`src/rtl/and3_rr_arbiter.sv`:
```
// and3_rr_arbiter: round-robin arbiter that shares one 3-input AND evaluation
// unit among three requesters.
// The sequence IDLE -> GRANT -> RESULT runs once per granted operation.
// Optional feature macro: AND3_ARB_CNT_EN
//   defined     : eval_cnt counts completed evaluations and wraps.
//   not defined : there are no counter flops and eval_cnt is tied to 0.
module and3_rr_arbiter #(
  parameter int CNT_W = 8
) (
  input  logic             clk,
  input  logic             rst,
  input  logic [2:0]       req,
  input  logic [2:0]       opnd0,
  input  logic [2:0]       opnd1,
  input  logic [2:0]       opnd2,
  output logic [2:0]       gnt,
  output logic [2:0]       done,
  output logic             o,
  output logic             busy,
  output logic [CNT_W-1:0] eval_cnt
);

  typedef enum logic [1:0] {
    IDLE   = 2'd0,
    GRANT  = 2'd1,
    RESULT = 2'd2
  } state_t;

  state_t     state_q, state_d;
  logic [1:0] last_q, last_d;      // most recent winner
  logic [1:0] winner_q, winner_d;  // requester owning the current operation
  logic [2:0] opnd_q, opnd_d;      // operands latched at grant
  logic       o_q, o_d;

  logic [1:0] last_eff;
  logic [1:0] prio1, prio2;
  logic [1:0] win_idx;
  logic [2:0] win_opnd;

  // Adds two indices modulo 3; the inputs are always in the range 0..2.
  function automatic logic [1:0] mod3_add(input logic [1:0] a, input logic [1:0] b);
    logic [2:0] s;
    s = {1'b0, a} + {1'b0, b};
    if (s >= 3'd3) s = s - 3'd3;
    return s[1:0];
  endfunction

  // Pick the first requester in the order last+1, last+2, last.
  always_comb begin
    // An illegal pointer value of 3 is treated as 2.
    last_eff = (last_q == 2'd3) ? 2'd2 : last_q;
    prio1    = mod3_add(last_eff, 2'd1);
    prio2    = mod3_add(last_eff, 2'd2);
    if (req[prio1])      win_idx = prio1;
    else if (req[prio2]) win_idx = prio2;
    else                 win_idx = last_eff;
    case (win_idx)
      2'd0:    win_opnd = opnd0;
      2'd1:    win_opnd = opnd1;
      default: win_opnd = opnd2;
    endcase
  end

  // Next-state and datapath-update logic for the sequencer.
  always_comb begin
    // NOTE: every signal written here gets a default first so that no path
    // leaves it unassigned, which would infer a latch.
    state_d  = state_q;
    last_d   = last_q;
    winner_d = winner_q;
    opnd_d   = opnd_q;
    o_d      = o_q;
    case (state_q)
      IDLE: begin
        if (|req) begin
          state_d  = GRANT;
          last_d   = win_idx;
          winner_d = win_idx;
          opnd_d   = win_opnd;
        end
      end
      GRANT: begin
        state_d = RESULT;
        o_d     = &opnd_q;
      end
      RESULT: begin
        state_d = IDLE;
      end
      default: begin
        state_d = IDLE;
      end
    endcase
  end

  // State and datapath registers with synchronous reset.
  always_ff @(posedge clk) begin
    // NOTE: sequential state uses non-blocking assignments, so every register
    // samples the values from before this edge, whatever the statement order.
    if (rst) begin
      state_q  <= IDLE;
      last_q   <= 2'd2;
      winner_q <= 2'd0;
      opnd_q   <= 3'b000;
      o_q      <= 1'b0;
    end else begin
      state_q  <= state_d;
      last_q   <= last_d;
      winner_q <= winner_d;
      opnd_q   <= opnd_d;
      o_q      <= o_d;
    end
  end

  assign gnt  = (state_q == GRANT)  ? (3'b001 << winner_q) : 3'b000;
  assign done = (state_q == RESULT) ? (3'b001 << winner_q) : 3'b000;
  assign o    = o_q;
  assign busy = (state_q != IDLE);

`ifdef AND3_ARB_CNT_EN
  logic [CNT_W-1:0] cnt_q, cnt_d;

  // Count each completed evaluation on the RESULT -> IDLE edge; wraps naturally.
  always_comb begin
    cnt_d = cnt_q;
    if (state_q == RESULT) cnt_d = cnt_q + CNT_W'(1);
  end

  // Evaluation counter register.
  always_ff @(posedge clk) begin
    if (rst) cnt_q <= '0;
    else     cnt_q <= cnt_d;
  end

  assign eval_cnt = cnt_q;
`else
  assign eval_cnt = '0;
`endif

endmodule

```
`config.mk`:
```
export PLATFORM = sky130hd
export DESIGN_NAME = and3_rr_arbiter
export DESIGN_NICKNAME = d
export VERILOG_FILES = /design/src/rtl/and3_rr_arbiter.sv
export SDC_FILE = /design/constraint.sdc
export NUM_CORES = 1
export LEC_CHECK = 0
export CORE_MARGIN = 2
export CORE_UTILIZATION = 37
export DETAILED_ROUTE_END_ITERATION = 8
export PLACE_DENSITY = 0.77
export SETUP_SLACK_MARGIN = 0.3
export SYNTH_ARGS = -nofsm -noshare
export SYNTH_HDL_FRONTEND = slang
export SYNTH_SLANG_ARGS = --single-unit
export TNS_END_PERCENT = 10
```
`constraint.sdc`:
```
create_clock -name clk -period 1.65 [get_ports clk]
set_clock_uncertainty 0.1 [all_clocks]
set_input_delay 0.33 -clock clk [delete_from_list [all_inputs] [get_ports clk]]
set_output_delay 0.33 -clock clk [all_outputs]
set_load 0.005 [all_outputs]
```
; ---- After elaboration in Yosys (flattened, before gate mapping)
; Cells that the tools add are included.
[totals]
ff_bits = 10
input_bits = 14
word_cells = 39
[op_classes]
add_sub_neg = 4
order_cmp = 4
n_eq_ne = 5
shift = 1
mux = 14
reduce_logical = 6
[op_table]
columns = op, n
row1 = $mux 2, 6
row2 = $ge 3x2->1 const B, 2
row3 = $lt 2x3->1 const B, 2
row4 = $mux 3, 2
row5 = $pmux 3 s2, 1
row6 = $bmux 1 s2, 2
row7 = $eq 2x1->1 const B, 2
row8 = $eq 2x2->1 const B, 2
row9 = $logic_not 2->1, 2
row10 = $pmux 2 s2, 1
row11 = $sub 2x2->2 const B, 2
row12 = $add 2x1->3 const B, 1
row13 = $add 2x2->3 const B, 1
row14 = $reduce_and 3->1, 1
row15 = $reduce_or 3->1, 1
row16 = $shl 1x2->3 const A, 1
row17 = $mux 1, 2
row18 = $ne 2x2->1 const B, 1
row19 = $reduce_and 2->1, 1
row20 = $reduce_bool 2->1, 1

; ---- Logic depth before layout (Yosys ltp)
[logic_depth]
depth_word = 11
ltp_mapped = 5
mapped_depth_nobuf = 4

; ---- Worst setup path before layout
; Ideal clock, no wire load.
[synth_timing]
kind = register -> register
from = reg state_q[0]
to = reg last_q[0]
arrival_ps = 1092
t_required_ps = 1421
path_slack_ps = 330
stages_incl_launch_ff = 6
n_path_buf = 1
period_less_slack_ps = 1320
cell_sequence = dfxtp_1 > or2_4 > or2_1 > buf_6 > a21oi_1 > a211oi_2
[synth_via]
elab_chain_len = 2
[synth_lines]
columns = element, line
row1 = start: declaration, 29  ; state_t state_q, state_d;
row2 = start signal: assignment, 106  ; state_q <= state_d;
row3 = $logic_not 2->1, 73  ; case (state_q)
row4 = $reduce_and 2->1 (no source line), --
row5 = end signal: assignment, 107  ; last_q <= last_d;
row6 = end: declaration, 30  ; logic [1:0] last_q, last_d;
; No other way between the ends.
; A chain may end at the register's enable or synchronous reset.

; ---- Worst setup path after layout
[layout_timing]
from = in req[0]
to = reg opnd_q[0]
[layout_via]
elab_chain_len = 6
word_cells_on_any_way = 11
cone_classes = 1 x eq/ne / 7 x mux / 3 x reduce/logical
[layout_lines]
columns = element, line
row1 = start: declaration, 12  ; input logic [2:0] req,
row2 = $bmux 1 s2, 55  ; else if (req[prio2]) win_idx = prio2;
row3 = $mux 1 (implied by the code), 55
row4 = $mux 2, 55
row5 = $mux 2, 54  ; if (req[prio1]) win_idx = prio1;
row6 = $eq 2x1->1 / $logic_not 2->1 (equally long branches), 57  ; case (win_idx)
row7 = $pmux 3 s2, 57
row8 = end signal: assignment, 109  ; opnd_q <= opnd_d;
row9 = end: declaration, 32  ; logic [2:0] opnd_q, opnd_d;
; Parallel ways exist; a longest one is shown, timed or not. The select of a mux whose other input is x is not followed.

==> results.yml <==
status:
  outcome: "completed"
clock_tree:
  ctsRootBufferMaster: "clkbuf_4"
  cts.sinks: 9
  postCtsHoldBufs: 0
  numCtsBuffers: 3
  clkTransAtPathRegs_ps: 60
  clock_latency_ps: 260
  cts_buffer_depth: 2
  htreeDepth: 1
  cts_tree: "done"
placed_design:
  numPortBuffers: 21
  gp_congestion: 0.757
  dp_cells: 111
  hpwl_um: 1060
floorplan:
  fp.dieH_um: 42.6
  core_sq_um: 1350
  io_pins: 30
  die_w_um: 42.6
  rows: 13
  initial_utilization_pct: 40.9
  die_area_sq_um: 1820
route:
  ant_nets: 0
  wl_per_cell_um: 11.4
  via_per_inst: 5.14
  drtIter0Drc: 14
  vias: 596
  drt_wl_total_um: 1320
  drc: 0
  drtPass1Iterations: 4
layout:
  num_antenna_cells: 0
  fin_nets: 116
  multi_input_area_sq_um: 369
  register_area_sq_um: 190
  area_growth_pct: 52.8
  fillers: 137
  drive_gt1_share_pct: 34.7
  final_cells: 116
pwr:
  p_clk_share_pct: 26.0
  power_switching_w: 0.000202
  pwr-share-seq_pct: 41.4
  peakVddDrop_mv: 0.394
  powerDensity_nw_per_um2: 777
  leakage_nw: 0.383
  p_sw_share_pct: 30.8
  p_int_w: 0.000453
  finalPower_w: 0.000655
  pwr-share-comb_pct: 32.6
critical_path:
  crit_type: "primary input to register"
  critical_path.slowest_cell: "clkdlybuf4s50_1"
  critPathBufInv: 1
  path_cells: "clkdlybuf4s50_1, nor3b_1, a31o_2, a21oi_1, a31oi_2"
  worstPathMaxFanout: 5
  cpLargestDelayFamily: "buffers and inverters"
  cp-end-kind: "register"
  cp-start-kind: "primary input"
  cp_data_arrival_time_ps: 1530
  max_stage_delay_ps: 560
  required_ps: 1700
synth:
  synth-seq-area-share_pct: 32.7
  syn_avg_cell_area_sq_um: 7.56
  synth_area_sq_um: 552
  synthArstFlopShare_pct: 0
  synth_edf_count: 0
  netlist-cell-type-count: 24
  yosys_warnings: 0
  synth_ff_type: "dfxtp_1"
  syn_inst: 73
  synth_seq_cells: 9
timing:
  setup_violations: 0
  drv_slew: 0
  rsz0062_at_grt: "true"
  final-hold-violation-count: 0
  period_minus_slack_ps: 1490
  finalCritPeriodShare_pct: 90.1
  fmax_mhz: 673
global_routing:
  grt_overflow_total: 0
  grt_pass1_vias: 511
  antenna_found_initial: 0
  groute.usage.overall_pct: 14.8
  grt_max_degree: 10
  grt_first_pass_wirelength_um: 1970
hold_path:
  hold_class: "register to register"
flow_run:
  cap_violations: 0
-- per-stage QoR --
step                utilization, %  area (sq um)  TNS (ps)  hold WS [ps]  setup slack [ps]
floorplan                        -           578         0           379               330
global placement              57.0           769      -379           370             -82.7
detailed placement            57.0           769      -735           372              -164
CTS                           60.9           822         0           383               123
global route                  62.5           843         0           406               128
finish                        62.5           843         0           380               163
-- routing by layer --
metal | track usage (%) | wire (um) | part of all wire, %
met1 | 13.5 | 475 | 36
met2 | 28.0 | 712 | 54
met3 | 5.60 | 114 | 8.6
met4 | 7.50 | 21 | 1.6
met5 | 0 | 0 | 0
-- worst register-to-register path, cell delays in order, from the launching register on --
cell and delay, ps:
dfxtp_2 340, or2_4 260, or2_4 290, a21oi_1 190, a31oi_2 100
-- timing repair --
item,in CTS,in global routing
gates resized for setup,23,23
setup endpoints to repair,14,14
setup buffers,0,1
pin swaps,0,4
-- path summary, 6_finish.rpt --
kind                                 start         to  slack [ps]  depth (start not counted)
worst min register to register           o          o         380                          2
worst max register to register  state_q[0]  opnd_q[0]         260                          4
worst max-delay path                req[0]  opnd_q[0]         160                          5
worst min-delay path                     o          o         380                          2
-- cell families after synthesis --
logic type,Yosys count,share of synthesized area (%)
simple gates,30,27.4
compound gates,20,23.6
buf+inv,13,15.6
flops,9,32.7
other cells,1,0.680
-- power by group through the flow --
| stage | combinational, W | clock (W) | sequential (W) |
|---|---|---|---|
| after global placement | 0.000189 | 0 | 0.000266 |
| after floorplan | 0.000124 | 0 | 0.000262 |
| after CTS | 0.000198 | 0.000174 | 0.000271 |
| final | 0.000214 | 0.000170 | 0.000271 |
| after detailed placement | 0.000193 | 0 | 0.000269 |
| after global routing | 0.000235 | 0.000188 | 0.000275 |
-- cell usage in the layout (no fill, tap or decap), types with 4 or more instances in the layout --
master,instances
o21bai_1,4
conb_1,8
buf_4,5
clkdlybuf4s50_1,11
a21oi_1,5
clkbuf_2,5
dfxtp_1,5
nor2_1,11
-- synthesized netlist by cell type, types with 3 or more instances --
cell type	n	area, sq um
o21bai_1	4	30.0
nor3_1	4	20.0
nor2_1	11	41.3
a31oi_1	3	18.8
nand3_1	4	20.0
buf_4	8	60.1
a21oi_1	5	25.0
o21ai_0	4	20.0
nand2b_1	5	31.3
inv_1	3	11.3
dfxtp_1	9	180
-- state kept, by name (all words and copies together) (netlist names) --
register  cells
opnd_q        3
last_q        2
state_q       2
o             1
winner_q      1
-- final cells by class --
class	count	share of cell area, %
Timing Repair Buffer	27	27.0
Clock buffer	4	3.12
Tap cell	15	2.23
Inverter	3	1.34
Sequential cell	9	22.6
Multi-Input combinational cell	58	43.8
Note: power is estimated with default switching activity, not from simulation.
